===== src/rtl/reg_transfer_seq_if.sv =====
// rtl/reg_transfer_seq_if.sv - control/bank signal bundle for the register transfer sequencer.
interface reg_transfer_seq_if #(
   parameter int DATA_BITS = 8,
   parameter int NUM_REGS  = 4,
   parameter int IDX_BITS  = 2
);
   logic                 req;
   logic [IDX_BITS-1:0]  src_idx;
   logic [IDX_BITS-1:0]  dst_idx;
   logic                 busy;
   logic                 done;
   logic                 error;
   logic [NUM_REGS-1:0]  rd_en;
   logic [DATA_BITS-1:0] bus_in;
   logic [NUM_REGS-1:0]  wr_load;
   logic [DATA_BITS-1:0] wr_data;
   logic [DATA_BITS-1:0] xfer_data;

   modport master (
      input  req, src_idx, dst_idx, bus_in,
      output busy, done, error, rd_en, wr_load, wr_data, xfer_data
   );

   modport slave (
      output req, src_idx, dst_idx, bus_in,
      input  busy, done, error, rd_en, wr_load, wr_data, xfer_data
   );
endinterface


===== src/rtl/reg_transfer_seq.sv =====
// rtl/reg_transfer_seq.sv - moves one bus register into another: drive, capture, write, done.
module reg_transfer_seq #(
   parameter int DATA_BITS = 8,
   parameter int NUM_REGS  = 4,
   parameter int IDX_BITS  = 2
) (
   input  logic                   clk,
   input  logic                   reset_n,
   reg_transfer_seq_if.master     bus
);
   typedef enum logic [2:0] {
      S_IDLE,
      S_DRIVE,
      S_CAPTURE,
      S_WRITE,
      S_DONE
   } state_t;

   localparam logic [IDX_BITS:0] IDX_LIMIT = NUM_REGS[IDX_BITS:0];

   state_t               state_q;
   logic                 busy_q;
   logic                 done_q;
   logic                 error_q;
   logic [NUM_REGS-1:0]  rd_en_q;
   logic [NUM_REGS-1:0]  wr_load_q;
   logic [DATA_BITS-1:0] data_q;
   logic [IDX_BITS-1:0]  dst_q;
   logic                 idx_bad;

   function automatic logic [NUM_REGS-1:0] onehot(input logic [IDX_BITS-1:0] idx);
      return NUM_REGS'(1) << idx;
   endfunction

   assign idx_bad = ({1'b0, bus.src_idx} >= IDX_LIMIT) || ({1'b0, bus.dst_idx} >= IDX_LIMIT);

   // Strobes change only on posedge so the bank's negedge load sees them stable.
   always_ff @(posedge clk or negedge reset_n) begin
      if (!reset_n) begin
         state_q   <= S_IDLE;
         busy_q    <= 1'b0;
         done_q    <= 1'b0;
         error_q   <= 1'b0;
         rd_en_q   <= '0;
         wr_load_q <= '0;
         data_q    <= '0;
         dst_q     <= '0;
      end else begin
         done_q  <= 1'b0;
         error_q <= 1'b0;
         case (state_q)
            S_IDLE: begin
               if (bus.req) begin
                  if (idx_bad) begin
                     error_q <= 1'b1;
                  end else begin
                     dst_q   <= bus.dst_idx;
                     rd_en_q <= onehot(bus.src_idx);
                     busy_q  <= 1'b1;
                     state_q <= S_DRIVE;
                  end
               end
            end
            S_DRIVE: begin
               state_q <= S_CAPTURE;
            end
            S_CAPTURE: begin
               data_q    <= bus.bus_in;
               rd_en_q   <= '0;
               wr_load_q <= onehot(dst_q);
               state_q   <= S_WRITE;
            end
            S_WRITE: begin
               wr_load_q <= '0;
               done_q    <= 1'b1;
               state_q   <= S_DONE;
            end
            S_DONE: begin
               busy_q  <= 1'b0;
               state_q <= S_IDLE;
            end
            default: begin
               busy_q    <= 1'b0;
               rd_en_q   <= '0;
               wr_load_q <= '0;
               state_q   <= S_IDLE;
            end
         endcase
      end
   end

   assign bus.busy      = busy_q;
   assign bus.done      = done_q;
   assign bus.error     = error_q;
   assign bus.rd_en     = rd_en_q;
   assign bus.wr_load   = wr_load_q;
   assign bus.wr_data   = data_q;
   assign bus.xfer_data = data_q;
endmodule


===== src/flat_wrapper.sv =====
// flat-port wrapper written by rule: the top's interface ports become plain ports
module reg_transfer_seq_flat 
#(
   parameter int DATA_BITS = 8,
   parameter int NUM_REGS  = 4,
   parameter int IDX_BITS  = 2
)
  (clk, reset_n, bus_req, bus_src_idx, bus_dst_idx, bus_bus_in, bus_busy, bus_done, bus_error, bus_rd_en, bus_wr_load, bus_wr_data, bus_xfer_data);
  reg_transfer_seq_if #(.DATA_BITS(DATA_BITS), .NUM_REGS(NUM_REGS), .IDX_BITS(IDX_BITS)) bus_i ();
  input  logic clk;
  input  logic reset_n;
  input wire logic [$bits(bus_i.req)-1:0] bus_req;
  input wire logic [$bits(bus_i.src_idx)-1:0] bus_src_idx;
  input wire logic [$bits(bus_i.dst_idx)-1:0] bus_dst_idx;
  input wire logic [$bits(bus_i.bus_in)-1:0] bus_bus_in;
  output wire logic [$bits(bus_i.busy)-1:0] bus_busy;
  output wire logic [$bits(bus_i.done)-1:0] bus_done;
  output wire logic [$bits(bus_i.error)-1:0] bus_error;
  output wire logic [$bits(bus_i.rd_en)-1:0] bus_rd_en;
  output wire logic [$bits(bus_i.wr_load)-1:0] bus_wr_load;
  output wire logic [$bits(bus_i.wr_data)-1:0] bus_wr_data;
  output wire logic [$bits(bus_i.xfer_data)-1:0] bus_xfer_data;
  assign bus_i.req = bus_req;
  assign bus_i.src_idx = bus_src_idx;
  assign bus_i.dst_idx = bus_dst_idx;
  assign bus_i.bus_in = bus_bus_in;
  assign bus_busy = bus_i.busy;
  assign bus_done = bus_i.done;
  assign bus_error = bus_i.error;
  assign bus_rd_en = bus_i.rd_en;
  assign bus_wr_load = bus_i.wr_load;
  assign bus_wr_data = bus_i.wr_data;
  assign bus_xfer_data = bus_i.xfer_data;
  reg_transfer_seq #(.DATA_BITS(DATA_BITS), .NUM_REGS(NUM_REGS), .IDX_BITS(IDX_BITS)) u_core (.clk(clk), .reset_n(reset_n), .bus(bus_i));
endmodule

===== config.mk =====
export PLATFORM = sky130hd
export DESIGN_NAME = reg_transfer_seq_flat
export DESIGN_NICKNAME = d
export VERILOG_FILES = /design/src/rtl/reg_transfer_seq_if.sv /design/src/rtl/reg_transfer_seq.sv /design/src/flat_wrapper.sv
export SDC_FILE = /design/constraint.sdc
export NUM_CORES = 1
export LEC_CHECK = 0
export CAP_MARGIN = 10
export CORE_UTILIZATION = 45
export CTS_CLUSTER_DIAMETER = 150
export DETAILED_ROUTE_END_ITERATION = 6
export PLACE_DENSITY = 0.91
export SLEW_MARGIN = 20
export SYNTH_ARGS = -nofsm -noshare
export SYNTH_HDL_FRONTEND = slang
export SYNTH_SLANG_ARGS = --single-unit

===== constraint.sdc =====
create_clock -name clk -period 3.6 [get_ports clk]
set_input_delay 0.54 -clock clk [delete_from_list [all_inputs] [get_ports clk]]
set_output_delay 0.54 -clock clk [all_outputs]
set_load 0.005 [all_outputs]

# --- After elaboration in Yosys (flattened, before gate mapping) ---
# Index checks and enable logic that the tools add are counted.
# W data, S select, Z words.
op_classes:
  bitwise: 2
  n_reduce_logical: 7
  n_shift: 2
  n_eq_ne: 5
  muxes: 8
op_table:
  columns: ["op", "n"]
  rows:
  - ["$pmux W4 S2", 2]
  - ["$pmux W3 S4", 1]
  - ["$reduce_or A3 Y1", 3]
  - ["$shl A1 B2 Y4 const A", 2]
  - ["$eq A3 B2 Y1 const B", 2]
  - ["$reduce_and A2 Y1", 3]
  - ["$mux W4", 1]
  - ["$eq A3 B1 Y1 const B", 1]
  - ["$eq A3 B3 Y1 const B", 1]
  - ["$logic_not A3 Y1", 1]
  - ["$mux W3", 1]
  - ["$mux W1", 2]
  - ["$ne A2 B2 Y1 const B", 1]
  - ["$not A1 Y1", 2]
  - ["$pmux W1 S2", 1]
totals:
  wordCells: 31
  reg_bits: 23
  output_inout_bits: 27
  inputBits: 15

# --- Logic depth before layout (Yosys ltp) ---
logic_depth:
  depth_word: 4
  depth_mapped: 4
  depth_no_buf: 3

# --- Worst setup path after synthesis ---
# Ideal clock, no wire load.
synth_path:
  path_type: "register to register"
  startpoint: "register u_core.state_q[0]"
  endpoint: "register u_core.data_q[0], in the netlist u_core.bus.wr_data[0]"
  path_slack_ns: 2.259
  n_path_buf: 1
  arrival_ns: 1.216
  setup_ns: 0.125
  required_ns: 3.475
  stages_incl_launch_ff: 4
  synth_period_minus_slack_ns: 1.341
  path_cell_list: "dfrtp_1 > buf_6 > nor3b_4 > mux2_2"
synth_via:
  elab_chain_cells: 1
synth_lines:
  columns: ["element", "line", "source"]
  rows:
  - ["from (decl)", "reg_transfer_seq.sv:21", "state_t state_q;"]
  - ["from (signal assigned)", "reg_transfer_seq.sv:40", "state_q <= S_IDLE;"]
  - ["from (signal assigned)", "reg_transfer_seq.sv:60", "state_q <= S_DRIVE;"]
  - ["from (signal assigned)", "reg_transfer_seq.sv:65", "state_q <= S_CAPTURE;"]
  - ["$eq A3 B2 Y1", "reg_transfer_seq.sv:51", "case (state_q)"]
  - ["to (signal assigned)", "reg_transfer_seq.sv:68", "data_q <= bus.bus_in;"]
  - ["to (decl)", "reg_transfer_seq.sv:27", "logic [DATA_BITS-1:0] data_q;"]
# No other way between the ends.
# A chain may end at the register's enable or synchronous reset.

# --- Worst setup path after layout ---
layout_path:
  startpoint: "register u_core.wr_load_q[2], in the netlist u_core.bus.wr_load[2]"
  endpoint: "output bus_wr_load[2]"
layout_lines:
  columns: ["element", "line", "source"]
  rows:
  - ["from (decl)", "reg_transfer_seq.sv:26", "logic [NUM_REGS-1:0] wr_load_q;"]
  - ["from (signal assigned)", "reg_transfer_seq.sv:70", "wr_load_q <= onehot(dst_q);"]
  - ["to (decl)", "flat_wrapper.sv:20", "output wire logic [$bits(bus_i.wr_load)-1:0] bus_wr_load;"]
# No word-level cell between the ends.

==> report_table.html <==
<table>
<tr><th>Metric</th><th>Value</th></tr>
<tr><th colspan="2">Placement</th></tr>
<tr><td>Placed cell count</td><td>143</td></tr>
<tr><td>Post-DP HPWL</td><td>1460 um</td></tr>
<tr><td>RePlAce Congestion</td><td>0.697</td></tr>
<tr><td>Placed cell areas</td><td>1410 um2</td></tr>
<tr><td>Input/output buffers</td><td>40</td></tr>
<tr><th colspan="2">Global routing</th></tr>
<tr><td>Number of global-route vias before repair</td><td>719</td></tr>
<tr><td>Overflow after GRT</td><td>0</td></tr>
<tr><td>Initial antenna violation count</td><td>0</td></tr>
<tr><td>GR Util All Layers</td><td>16.5%</td></tr>
<tr><td>Maximum number of pins on one net before global-route repair</td><td>24</td></tr>
<tr><td>Global-route wire length before repair</td><td>3120 um</td></tr>
<tr><th colspan="2">Synthesis</th></tr>
<tr><td>Most repeated cell in the gate-level netlist after synthesis</td><td>sky130_fd_sc_hd__dfrtp_1</td></tr>
<tr><td>Top cells by count, synth</td><td>sky130_fd_sc_hd__dfrtp_1, sky130_fd_sc_hd__mux2_2, sky130_fd_sc_hd__buf_4</td></tr>
<tr><td>Count of warnings emitted by yosys</td><td>0</td></tr>
<tr><td>Number of synthesized flops with an enable pin</td><td>0</td></tr>
<tr><td>Prevailing post-synth register cell</td><td>sky130_fd_sc_hd__dfrtp_1</td></tr>
<tr><td>Fraction of synthesis flops using an asynchronous set or reset pin</td><td>100%</td></tr>
<tr><td>Post-synth top area share</td><td>54.0%</td></tr>
<tr><td>Post-synthesis average cell area</td><td>12.3 um2</td></tr>
<tr><td>Mapped Area</td><td>1070 um2</td></tr>
<tr><td>Flops &amp; latches, synth</td><td>23</td></tr>
<tr><td>Mapped Nets</td><td>102</td></tr>
<tr><td>Share of the yosys chip area belonging to registers</td><td>54.0%</td></tr>
<tr><td>Cell accounting for the most synthesized area</td><td>sky130_fd_sc_hd__dfrtp_1</td></tr>
<tr><td>Cells taking the most area after synthesis</td><td>sky130_fd_sc_hd__dfrtp_1, sky130_fd_sc_hd__mux2_2, sky130_fd_sc_hd__buf_4, sky130_fd_sc_hd__nor2_1, sky130_fd_sc_hd__and3b_2</td></tr>
<tr><td>Number of unique standard cell types used by synthesis</td><td>24</td></tr>
<tr><td>Count of mapped cells out of synthesis</td><td>87</td></tr>
<tr><th colspan="2">Clock network</th></tr>
<tr><td>Skew-Pair Late Insertion Delay</td><td>0.30 ns</td></tr>
<tr><td>Root Buffer</td><td>sky130_fd_sc_hd__clkbuf_4</td></tr>
<tr><td>Setup fix buffers added after clock tree synthesis</td><td>0</td></tr>
<tr><td>Clock tree sinks</td><td>23</td></tr>
<tr><td>Clock slew seen by the registers of the worst setup and hold paths</td><td>0.12 ns</td></tr>
<tr><td>Total clock buffers created by CTS</td><td>3</td></tr>
<tr><td>Number of resized instances in the post-cts repair step</td><td>0</td></tr>
<tr><td>Number of buffers inserted for hold repair after clock tree synthesis</td><td>0</td></tr>
<tr><td>Depth of the CTS H-tree</td><td>1</td></tr>
<tr><td>CTS tree</td><td>done</td></tr>
<tr><td>Max Buffers Root-to-Sink</td><td>2</td></tr>
<tr><th colspan="2">Job</th></tr>
<tr><td>Number of maximum-capacitance violations</td><td>0</td></tr>
<tr><th colspan="2">Floorplanning</th></tr>
<tr><td>Cell Rows</td><td>17</td></tr>
<tr><td>Standard cell core area</td><td>2210 um2</td></tr>
<tr><td>Die height</td><td>50.7 um</td></tr>
<tr><td>I/O pin total</td><td>42</td></tr>
<tr><td>Overall die width</td><td>50.7 um</td></tr>
<tr><td>Initial core utilization</td><td>48.2%</td></tr>
<tr><td>Die Area</td><td>2570 um2</td></tr>
<tr><th colspan="2">Pwr</th></tr>
<tr><td>IR drop worst, VDD</td><td>0.000508 V</td></tr>
<tr><td>Static leakage</td><td>0.624 nW</td></tr>
<tr><td>Total power density per cell area</td><td>857 nW/um2</td></tr>
<tr><td>Overall power of the completed layout</td><td>1.23 mW</td></tr>
<tr><th colspan="2">Worst hold path</th></tr>
<tr><td>Path type of the worst min-delay path</td><td>in -&gt; async</td></tr>
<tr><th colspan="2">Setup path</th></tr>
<tr><td>Data required time of the critical path</td><td>3.06 ns</td></tr>
<tr><td>Cells along the critical path</td><td>clkdlybuf4s50_1</td></tr>
<tr><td>Start point of the critical path</td><td>u_core.bus.wr_load[2]</td></tr>
<tr><td>Crit path capture type</td><td>primary output</td></tr>
<tr><td>Cells on worst reg2reg path</td><td>3</td></tr>
<tr><td>Cell with the largest stage delay on the worst path</td><td>sky130_fd_sc_hd__clkdlybuf4s50_1</td></tr>
<tr><td>Crit path largest cell delay</td><td>0.52 ns</td></tr>
<tr><td>Combined buffer and inverter count along the critical path</td><td>1</td></tr>
<tr><td>Cell class contributing the biggest share of worst-path delay</td><td>buffers and inverters</td></tr>
<tr><td>Cell count along the critical path</td><td>1</td></tr>
<tr><td>Path type of the worst setup path</td><td>reg -&gt; out</td></tr>
<tr><td>Critical path data arrival time</td><td>1.23 ns</td></tr>
<tr><td>Kind of start point of the critical path</td><td>flop</td></tr>
<tr><td>RR Startpoint</td><td>u_core.state_q[1]</td></tr>
<tr><td>Top fanout value on the critical path</td><td>3</td></tr>
<tr><th colspan="2">Drt</th></tr>
<tr><td>Initial DRT Pass Iterations</td><td>4</td></tr>
<tr><td>Vias per cell</td><td>5.14</td></tr>
<tr><td>Remaining number of nets flagged by the antenna check after routing</td><td>0</td></tr>
<tr><td>Total wirelength of the detailed-routed design</td><td>1910 um</td></tr>
<tr><td>Number of design-rule violations left by the first detailed-router iteration</td><td>9</td></tr>
<tr><td>Via total after detailed routing</td><td>756</td></tr>
<tr><td>Drt drc</td><td>0</td></tr>
<tr><td>Average detailed-routed wire length per instance</td><td>13.0 um</td></tr>
<tr><th colspan="2">Cells and area</th></tr>
<tr><td>FILL cells</td><td>198</td></tr>
<tr><td>Area added between synthesis and finish</td><td>34.6%</td></tr>
<tr><td>Post-route cell area</td><td>1440 um2</td></tr>
<tr><td>Final net count</td><td>135</td></tr>
<tr><td>Fraction of final layout cells with drive strength greater than 1</td><td>19.3%</td></tr>
<tr><td>Ant. Diodes</td><td>0</td></tr>
<tr><td>Final Non-Filler Cells</td><td>147</td></tr>
<tr><th colspan="2">STA</th></tr>
<tr><td>Setup repair after global routing missed its margin</td><td>no</td></tr>
<tr><td>Post-Route Skew</td><td>0.00168 ns</td></tr>
<tr><td>Fraction of the cycle the final worst path needs</td><td>49.2%</td></tr>
<tr><td>Count of endpoints failing setup in the final report</td><td>0</td></tr>
<tr><td>Final-report max-slew violation count</td><td>0</td></tr>
<tr><td>Number of hold violations in the final report</td><td>0</td></tr>
<tr><td>Final critical path time including I/O delays and setup</td><td>1.77 ns</td></tr>
<tr><td>Setup TNS after final layout</td><td>0 ns</td></tr>
<tr><td>Achievable frequency</td><td>564 MHz</td></tr>
<tr><th colspan="2">Outcome</th></tr>
<tr><td>Result of the run</td><td>finished clean</td></tr>
</table>
final timing paths:
check | to | slack (ns)
max | bus_wr_load[2] | 1.83
min | u_core.dst_q[0] | 0.18
max reg2reg | u_core.dst_q[0] | 1.99
min reg2reg | u_core.bus.busy | 0.52
max in group asynchronous | u_core.bus.wr_load[2] | 3.09
min in group clk | u_core.bus.busy | 0.52
report_power, final:
| group | leakage, nW | switching (mW) | internal, mW |
|---|---|---|---|
| sequential | 0.287 | 0.133 | 0.378 |
| clock | 0.0177 | 0.0727 | 0.0414 |
| combinational | 0.320 | 0.189 | 0.415 |
cell families (layout without fill, tap and decap cells):
kind of cell | Yosys count | count (layout) | share of synthesized area [%]
and+or+nand+nor | 26 | 26 | 15.4
AOI/OAI and AO/OA | 8 | 8 | 4.46
DFF | 23 | 23 | 54.0
other | 1 | 1 | 0.352
buffers and inverters | 12 | 44 | 8.33
xor gates and xnor gates | 1 | 1 | 0.822
muxes | 16 | 16 | 16.7
routing by layer:
layer | vias to the layer above | track usage, % | share of wire [%]
met5 | - | 0 | 0
met4 | 0 | 6.94 | 0.89
met3 | 2 | 3.64 | 7.3
met2 | 37 | 30.2 | 53
met1 | 363 | 18.1 | 38
li1 | 354 | - | -
layout make-up:
type	instances	area, um2	share of cell area [%]
Clock buffer	3	22.5	1.57
Clock inverter	1	5.00	0.349
Multi-Input combinational cell	52	402	28.0
Sequential cell	23	576	40.1
Tap cell	28	35.0	2.44
Timing Repair Buffer	40	395	27.6
cells in the final DEF (no fill, tap or decap):
cell	n
sky130_fd_sc_hd__conb_1	1
sky130_fd_sc_hd__nor2b_1	2
sky130_fd_sc_hd__dfrtp_1	23
sky130_fd_sc_hd__nand2_1	4
sky130_fd_sc_hd__a21oi_1	2
sky130_fd_sc_hd__nor2_1	6
sky130_fd_sc_hd__and3b_1	2
sky130_fd_sc_hd__clkinv_2	1
sky130_fd_sc_hd__nand2b_1	2
sky130_fd_sc_hd__nor3_1	3
sky130_fd_sc_hd__xnor2_1	1
sky130_fd_sc_hd__and3_1	1
sky130_fd_sc_hd__nor3b_1	2
sky130_fd_sc_hd__a21o_1	1
sky130_fd_sc_hd__a31oi_1	1
sky130_fd_sc_hd__a21oi_2	1
sky130_fd_sc_hd__nor3b_4	1
sky130_fd_sc_hd__mux2i_1	2
sky130_fd_sc_hd__and3b_2	2
sky130_fd_sc_hd__mux2_2	14
sky130_fd_sc_hd__clkbuf_4	3
sky130_fd_sc_hd__buf_2	1
sky130_fd_sc_hd__nand4b_1	1
sky130_fd_sc_hd__clkdlybuf4s50_1	39
sky130_fd_sc_hd__o21ai_0	3
metrics by stage:
| stage | utilization [%] | hold slack (ns) | worst slack, ns |
|---|---|---|---|
| after floorplan | - | 0.244 | 2.26 |
| after global placement | 63.9 | 0.485 | 1.77 |
| after detailed placement | 63.9 | 0.489 | 1.71 |
| after CTS | 65.1 | 0.524 | 1.82 |
| after global routing | 64.9 | 0.203 | 1.77 |
| final | 64.9 | 0.179 | 1.83 |
flip-flops by register name (all words and copies together) (netlist names):
signal	count
u_core.bus.wr_data	8
u_core.bus.rd_en	4
u_core.bus.wr_load	4
u_core.state_q	3
u_core.dst_q	2
u_core.bus.busy	1
u_core.bus.done	1
(Power assumes the default switching activity.)
